File: config.mk
export PLATFORM = sky130hd
export DESIGN_NAME = interval_timer_flat
export DESIGN_NICKNAME = d
export VERILOG_FILES = /design/src/rtl/traffic_pkg.sv /design/src/rtl/interval_timer_if.sv /design/src/rtl/one_hz_divider.sv /design/src/rtl/interval_timer.sv /design/src/flat_wrapper.sv
export SDC_FILE = /design/constraint.sdc
export NUM_CORES = 1
export LEC_CHECK = 0
export BUFFER_PORTS_ARGS = -buffer_cell sky130_fd_sc_hd__buf_4
export CORE_MARGIN = 1
export CORE_UTILIZATION = 59
export CTS_CLUSTER_SIZE = 16
export DETAILED_ROUTE_END_ITERATION = 12
export PLACE_DENSITY = 0.77
export SKIP_LAST_GASP = 1
export SLEW_MARGIN = 30
export SYNTH_ARGS = -nofsm -noshare
export SYNTH_HDL_FRONTEND = slang
export SYNTH_HIERARCHICAL = 1
export SYNTH_SLANG_ARGS = --single-unit
File: constraint.sdc
create_clock -name clk -period 2.9 [get_ports clk]
set_clock_uncertainty 0.1 [all_clocks]
set_input_delay 0.58 -clock clk [delete_from_list [all_inputs] [get_ports clk]]
set_output_delay 0.58 -clock clk [all_outputs]
set_load 0.05 [all_outputs]
File: src/rtl/traffic_pkg.sv
// Shared constants and types for the traffic-light controller blocks.
// Interval slot addresses, default durations and the timer state encoding.
package traffic_pkg;

  localparam logic [1:0] ADDR_BASE = 2'b00;
  localparam logic [1:0] ADDR_EXT  = 2'b01;
  localparam logic [1:0] ADDR_YEL  = 2'b10;

  localparam int T_BASE_DEFAULT = 6;
  localparam int T_EXT_DEFAULT  = 3;
  localparam int T_YEL_DEFAULT  = 2;
  localparam int NUM_SLOTS      = 3;

  typedef enum logic {
    IDLE,
    COUNT
  } timer_state_t;

  // Address 11 has no slot of its own and reads the base interval.
  function automatic logic [1:0] slot_index(input logic [1:0] addr);
    return (addr == ADDR_EXT || addr == ADDR_YEL) ? addr : ADDR_BASE;
  endfunction

endpackage

File: src/rtl/interval_timer_if.sv
// Request/program/status bundle between the traffic FSM (master) and the
// interval timer (slave).
interface interval_timer_if;

  logic       start_timer;
  logic [1:0] interval_address;
  logic       prg_sync_in;
  logic [1:0] time_param_sel;
  logic [3:0] time_value;
  logic       expired;
  logic       one_hz_tick;
  logic [3:0] seconds_left;

  modport master (
    output start_timer, interval_address, prg_sync_in, time_param_sel, time_value,
    input  expired, one_hz_tick, seconds_left
  );

  modport slave (
    input  start_timer, interval_address, prg_sync_in, time_param_sel, time_value,
    output expired, one_hz_tick, seconds_left
  );

endinterface

File: src/rtl/one_hz_divider.sv
// Prescaler counting 0..TICK_DIV-1; tick is high for the terminal count.
// clear restarts the count so the next second is full length.
module one_hz_divider #(
  parameter int TICK_DIV = 100_000_000
) (
  input  logic clk,
  input  logic sys_reset,
  input  logic clear,
  output logic tick
);

  localparam int              CNT_W   = $clog2(TICK_DIV);
  localparam logic [CNT_W-1:0] CNT_MAX = CNT_W'(TICK_DIV - 1);

  logic [CNT_W-1:0] r_count;

  always_ff @(posedge clk) begin
    if (sys_reset || clear) begin
      r_count <= '0;
    end else if (r_count == CNT_MAX) begin
      r_count <= '0;
    end else begin
      r_count <= r_count + CNT_W'(1);
    end
  end

  assign tick = (r_count == CNT_MAX);

endmodule

File: src/rtl/interval_timer.sv
// Programmable countdown timer: three writable interval slots, a one-second
// prescaler and an IDLE/COUNT FSM that emits a one-cycle expired pulse.
module interval_timer
  import traffic_pkg::*;
#(
  parameter int TICK_DIV   = 100_000_000,
  parameter int T_BASE_DEF = T_BASE_DEFAULT,
  parameter int T_EXT_DEF  = T_EXT_DEFAULT,
  parameter int T_YEL_DEF  = T_YEL_DEFAULT
) (
  input  logic             clk,
  input  logic             sys_reset,
  interval_timer_if.slave  bus
);

  localparam logic [NUM_SLOTS-1:0][3:0] SLOT_DEF =
    {4'(T_YEL_DEF), 4'(T_EXT_DEF), 4'(T_BASE_DEF)};

  logic [NUM_SLOTS-1:0][3:0] w_slot;
  logic                      w_tick;
  logic                      w_presc_clear;
  logic [3:0]                w_load_value;

  timer_state_t r_state;
  logic [3:0]   r_seconds_left;
  logic         r_expired;

  // Zero-second writes are dropped so a slot can never hold an empty interval.
  for (genvar gi = 0; gi < NUM_SLOTS; gi++) begin : g_slot
    logic [3:0] r_value;
    logic       w_we;

    assign w_we = bus.prg_sync_in && (bus.time_value != 4'd0) &&
                  (bus.time_param_sel == 2'(gi));

    always_ff @(posedge clk) begin
      if (sys_reset) begin
        r_value <= SLOT_DEF[gi];
      end else if (w_we) begin
        r_value <= bus.time_value;
      end
    end

    assign w_slot[gi] = r_value;
  end

  assign w_presc_clear = bus.start_timer && !bus.prg_sync_in;
  assign w_load_value  = w_slot[slot_index(bus.interval_address)];

  one_hz_divider #(
    .TICK_DIV (TICK_DIV)
  ) u_divider (
    .clk       (clk),
    .sys_reset (sys_reset),
    .clear     (w_presc_clear),
    .tick      (w_tick)
  );

  // Reprogramming aborts silently; a reload wins over the terminal tick.
  always_ff @(posedge clk) begin
    if (sys_reset) begin
      r_state        <= IDLE;
      r_seconds_left <= 4'd0;
      r_expired      <= 1'b0;
    end else begin
      r_expired <= 1'b0;
      if (bus.prg_sync_in) begin
        r_state        <= IDLE;
        r_seconds_left <= 4'd0;
      end else if (bus.start_timer) begin
        r_state        <= COUNT;
        r_seconds_left <= w_load_value;
      end else if (r_state == COUNT && w_tick) begin
        if (r_seconds_left > 4'd1) begin
          r_seconds_left <= r_seconds_left - 4'd1;
        end else begin
          r_seconds_left <= 4'd0;
          r_expired      <= 1'b1;
          r_state        <= IDLE;
        end
      end
    end
  end

  assign bus.expired      = r_expired;
  assign bus.seconds_left = r_seconds_left;
  assign bus.one_hz_tick  = w_tick;

endmodule

File: src/flat_wrapper.sv
// flat-port wrapper written by rule: the top's interface ports become plain ports
module interval_timer_flat import traffic_pkg::*;
#(
  parameter int TICK_DIV   = 100_000_000,
  parameter int T_BASE_DEF = T_BASE_DEFAULT,
  parameter int T_EXT_DEF  = T_EXT_DEFAULT,
  parameter int T_YEL_DEF  = T_YEL_DEFAULT
)
  (clk, sys_reset, bus_start_timer, bus_interval_address, bus_prg_sync_in, bus_time_param_sel, bus_time_value, bus_expired, bus_one_hz_tick, bus_seconds_left);
  interval_timer_if bus_i ();
  input  logic clk;
  input  logic sys_reset;
  input wire logic [$bits(bus_i.start_timer)-1:0] bus_start_timer;
  input wire logic [$bits(bus_i.interval_address)-1:0] bus_interval_address;
  input wire logic [$bits(bus_i.prg_sync_in)-1:0] bus_prg_sync_in;
  input wire logic [$bits(bus_i.time_param_sel)-1:0] bus_time_param_sel;
  input wire logic [$bits(bus_i.time_value)-1:0] bus_time_value;
  output wire logic [$bits(bus_i.expired)-1:0] bus_expired;
  output wire logic [$bits(bus_i.one_hz_tick)-1:0] bus_one_hz_tick;
  output wire logic [$bits(bus_i.seconds_left)-1:0] bus_seconds_left;
  assign bus_i.start_timer = bus_start_timer;
  assign bus_i.interval_address = bus_interval_address;
  assign bus_i.prg_sync_in = bus_prg_sync_in;
  assign bus_i.time_param_sel = bus_time_param_sel;
  assign bus_i.time_value = bus_time_value;
  assign bus_expired = bus_i.expired;
  assign bus_one_hz_tick = bus_i.one_hz_tick;
  assign bus_seconds_left = bus_i.seconds_left;
  interval_timer #(.TICK_DIV(TICK_DIV), .T_BASE_DEF(T_BASE_DEF), .T_EXT_DEF(T_EXT_DEF), .T_YEL_DEF(T_YEL_DEF)) u_core (.clk(clk), .sys_reset(sys_reset), .bus(bus_i));
endmodule
* After elaboration in Yosys (flattened, before gate mapping) *
Index checks and enable logic that the tools add are counted.

word-level totals
  word-level logic and storage cells = 44
  output and inout bits = 6
  input port bits = 12
  bits in registers = 45

cells by class
  reduce and logical (&&, ||, !) cells = 16
  multiplexer cells = 10
  equality and inequality tests = 6
  bitwise logic cells = 1
  $add $sub $neg = 2
  magnitude comparators = 2

operators with widths
  kind                                                                              count
  27-bit by 1-bit adder with 27-bit output (second input constant)                  1
  27-bit equality test (second input constant)                                      1
  4-bit two-way mux                                                                 4
  4-bit binary-select mux with 2-bit select                                         1
  1-bit logical AND                                                                 6
  2-bit by 1-bit equality test with 1-bit output (second input constant)            2
  2-bit equality test (second input constant)                                       2
  4-bit by 1-bit greater-than comparator with 1-bit output (second input constant)  1
  1-bit two-way mux                                                                 4
  4-bit nonzero test                                                                1
  2-bit OR reduction                                                                2
  4-bit OR reduction                                                                1
  4-bit by 1-bit subtractor with 4-bit output (second input constant)               1
  2-bit by 3-bit < comparator with 1-bit output (second input constant)             1
  2-bit zero test                                                                   1
  1-bit logical OR                                                                  2
  2-bit two-way mux                                                                 1
  2-bit inequality test (second input constant)                                     1
  2-bit AND reduction                                                               1
  2-bit nonzero test                                                                1
  1-bit zero test                                                                   1
  1-bit inverter                                                                    1

* Logic depth before layout (Yosys ltp) *
  word-level depth = 6
  mapped depth = 9
  mapped depth without buffers = 7

* By module *
The synthesis kept the hierarchy.

modules (own cells, without submodules)
  module          seq. area each (um^2)  times used  area an instance (um^2)  cells each
  one_hz_divider  540.5                  1           1,410.1                  157
  interval_timer  360.3                  1           929.6                    105

* Worst setup path after synthesis *
No wires, ideal clock.

  path kind = register to register
  from = register u_core.u_divider.r_count[0]
  to = register u_core.r_seconds_left[3], in the netlist u_core/bus.seconds_left[3]
  buffers on the path = 2
  clock period less this slack = 2.640 ns
  library setup time = 0.091 ns
  path slack = 0.260 ns
  data arrival time = 2.449 ns
  cell stages (with the launch flop) = 10
  cells stage by stage = dfxtp_1 -> ha_1 -> and3_1 -> buf_2 -> nand2_4 -> nor4_4 -> buf_6 -> nand4bb_1 -> or4_1 -> a311oi_1

on the way
  word-level cells in the longest chain between the ends = 3

ends and longest elaborated chain
  what                                 RTL line              text
  from (decl)                          one_hz_divider.sv:15  logic [CNT_W-1:0] r_count;
  from (signal assigned)               one_hz_divider.sv:23  r_count <= r_count + CNT_W'(1);
  27-bit equality test                 one_hz_divider.sv:27  assign tick = (r_count == CNT_MAX);
  via bus_one_hz_tick                  flat_wrapper.sv:19    output wire logic [$bits(bus_i.one_hz_tick)-1:0] bus_one_hz_tick;
  1-bit logical AND                    interval_timer.sv:73  end else if (r_state == COUNT && w_tick) begin
  2-bit nonzero test (no source line)  --
  to (signal assigned)                 interval_timer.sv:72  r_seconds_left <= w_load_value;
  to (signal assigned)                 interval_timer.sv:75  r_seconds_left <= r_seconds_left - 4'd1;
  to (decl)                            interval_timer.sv:25  logic [3:0] r_seconds_left;

The timed path passes the listed nets, and every way through them passes these cells.
A chain may end at the register's enable or synchronous reset.

* Worst setup path after layout *
  from = register u_core.u_divider.r_count[0]
  to = output bus_one_hz_tick

on the way
  word-level cells in the longest chain between the ends = 1

ends and longest elaborated chain
  what                  RTL line
  27-bit equality test  one_hz_divider.sv:27
  to (decl)             flat_wrapper.sv:19

Every way passes these cells.

==> impl_metrics.csv <==
group,metric,value,unit
cells_and_area,fin_area,2562,um2
setup_path,startpoint_type,"register",
sta,final.period_utilization,88.06,%
global_routing,grt_first_pass_wirelength,8.217,mm
synthesis,synth.most_common_cell,"dfxtp_1",
global_routing,grt_start_max_net_pins,28,
floorplanning,fp.dieW,64.98,um
cts,htreeDepth,2,
sta,hold_ws,0.3772,ns
synthesis,synth_edf_count,0,
sta,setup_tns,0,ns
pwr,vdd_drop_max,0.3367,mV
placement,placed_cell_area,2465,um2
synthesis,ys_seq_area_share,38.50,%
synthesis,synthTopCellsByArea,"dfxtp_1 39%, a211oi_1 4.2%, nand2_1 3.9%",
placement,hpwlAfterDp,3.418,mm
sta,hold_viol,0,
drt,drtIter0Drc,115,
synthesis,syn_area,2340,um2
synthesis,syn_avg_cell_area,8.930,um2
cts,holdBufCountCts,0,
synthesis,async_reset_ff_share,0,%
min_path,hold_path_class,"input port to register",
synthesis,synth_commonest_cells,"45 x dfxtp_1, 24 x nand2_1, 16 x o21ai_0, 13 x a211oi_1, 13 x nand3_1",
placement,pre_cts_slack,0.2887,ns
synthesis,synth_top_cell_by_area,"dfxtp_1",
sta,worst_pin_slew,0.6011,ns
placement,place_congestion,0.8510,
global_routing,antenna_found_initial,0,
cells_and_area,antenna_cells,0,
drt,drc,0,
floorplanning,die_area,4222,um2
synthesis,synth_mux_area_share,0.4278,%
synthesis,syn_nets,277,
drt,num_vias,2020,
cts,clock_path_buffers,2,
cts,cts_buffers,5,
drt,wire_per_inst,14.86,um
pwr,p_leak,0.9031,nW
setup_path,path_max_fanout,16,
drt,ant_nets,0,
cells_and_area,syn_to_final_growth,9.519,%
synthesis,synthAdderAreaFrac,1.604,%
cts,numClockSinks,45,
setup_path,crit_path_end_kind,"output pin",
cts,post_cts_buffers,0,
pwr,power.density,432.0,nW/um2
cells_and_area,num-nets-final,292,
sta,period_minus_slack,2.554,ns
global_routing,grt_overflow_total,0,
synthesis,ys_types,52,
synthesis,synth_warnings,6,
setup_path,cp.arrival,1.87,ns
sta,max-slew-margin-rel,58.89,%
synthesis,synth_top_area_share,38.50,%
floorplanning,row_count,22,
cts,insertion_delay,0.29,ns
drt,drtPass1Iterations,4,
drt,routed_wl,4.844,mm
status,status,"finished clean",
synthesis,synth_xor_area_share,4.118,%
synthesis,ys.flop_type,"dfxtp_1",
sta,rsz0062_at_grt,"no",
cts,path_clk_slew,0.08,ns
synthesis,synth_top_family_by_area,"simple AND/OR/NAND/NOR gates",
setup_path,crit_type,"register to output pin",
cts,cts_tree,"done",
floorplanning,pin_count,18,
drt,viasPerCell,6.196,
global_routing,grt_pass1_vias,1785,
flow_run,drv_cap,0,
synthesis,synthSimpleGateAreaFrac,30.59,%
cts,cts-resized-gates,0,
floorplanning,die_h,64.98,um
synthesis,synth_compound_area_share,20.16,%
sta,setup_viol,0,
placement,io_buffers,17,
synthesis,ys_ff_latch,45,
synthesis,netlist_instances,262,
cells_and_area,drive_gt1_share,15.47,%
sta,setup_ws,0.3461,ns
floorplanning,initial_core_util,62.50,%
setup_path,required,2.22,ns
sta,timing.fmax,0.3916,GHz
sta,drv_slew,0,
global_routing,grt_usage,25.06,%
cts,root_buffer,"clkbuf_8",
floorplanning,core-area,3744,um2
==> layout by cell type (no fill, tap or decap), types with 2 or more instances in the layout <==
cell | netlist | layout
nand4_1 | 6 | 6
nand2b_1 | 2 | 2
a211o_1 | 2 | 2
dfxtp_1 | 45 | 45
nor4b_1 | 2 | 2
ha_1 | 3 | 3
nor3_1 | 7 | 7
and4_1 | 3 | 3
o21ai_0 | 16 | 16
xnor2_1 | 4 | 4
clkbuf_8 | 1 | 5
nand2_1 | 24 | 24
a211oi_1 | 13 | 13
a2111oi_0 | 4 | 4
buf_4 | 1 | 22
nand3_1 | 13 | 13
a211o_2 | 2 | 2
or4_1 | 9 | 9
inv_1 | 6 | 6
and3_1 | 4 | 4
a31oi_1 | 3 | 3
clkinv_2 | 0 | 2
nor4_1 | 2 | 2
o31ai_1 | 9 | 9
nand3b_1 | 3 | 3
or2_2 | 2 | 2
nor3b_1 | 3 | 3
nor2_1 | 10 | 10
or3_1 | 5 | 5
xor2_1 | 7 | 7
and3b_1 | 10 | 10
o31a_1 | 2 | 2
a21oi_1 | 11 | 11
==> state kept, by name, summed over array words and instances (netlist names) <==
| name | flops |
|---|---|
| u_core/bus.expired | 1 |
| u_core/g_slot.r_value | 12 |
| u_core/r_state | 1 |
| u_core/u_divider/r_count | 27 |
| u_core/bus.seconds_left | 4 |
==> per-stage QoR <==
step                      utilization [%]  std cells  power, mW
after floorplan                         -        262     0.7133
after global placement              65.84        316     0.7478
after detailed placement            65.84        316     0.7489
after CTS                           68.05        324      1.117
after global routing                68.45        326      1.160
final                               68.45        326      1.107
==> kinds of logic after synthesis <==
family / Yosys count
fa+ha+maj: 3
mux: 1
flops: 45
xor+xnor: 11
simple gates: 114
buf+inv: 20
compound gates: 68
==> critical path, stage by stage (launching register included) <==
cell and delay [ns]:
dfxtp_1 0.39, ha_1 0.21, and3_1 0.32, nand2_4 0.17, nor4_4 0.23, buf_4 0.26
==> layout make-up <==
type	count	area (um2)
Multi-Input combinational cell	197	1331
Clock inverter	2	10.01
Fill cell	325	1181
Clock buffer	6	72.57
Tap cell	48	60.06
Inverter	6	22.52
Sequential cell	45	900.9
Timing Repair Buffer	22	165.2
==> metal layers <==
layer	track usage, %	vias to the layer above	part of all wire, %
met2	38.80	49	45
met1	35.46	948	50
li1	-	1021	-
met3	4.225	2	5.2
met4	6.944	0	0.35
met5	0	-	0
==> path summary, 6_finish.rpt <==
path / from / to / slack [ns] / cells past startpoint
setup / recovery: u_core/u_divider/r_count[0]$_SDFF_PP0_ / bus_one_hz_tick / 0.35 / 5
hold / removal: bus_start_timer / u_core/bus.expired$_SDFF_PP0_ / 0.38 / 2
setup reg to reg: u_core/u_divider/r_count[0]$_SDFF_PP0_ / u_core/bus.seconds_left[3]$_SDFFE_PP0P_ / 0.37 / 8
hold reg to reg: u_core/g_slot[1].r_value[3]$_SDFFE_PP0P_ / u_core/g_slot[1].r_value[3]$_SDFFE_PP0P_ / 0.38 / 2
==> report_power, final <==
part           switching, mW  total (mW)  internal (mW)  leakage [nW]
Sequential            0.0101       0.640          0.630         0.365
Combinational         0.0563      0.0954         0.0392         0.493
Clock                  0.204       0.372          0.167        0.0450
Total                  0.271        1.11          0.836         0.903
Note: power is estimated with default switching activity, not from simulation.
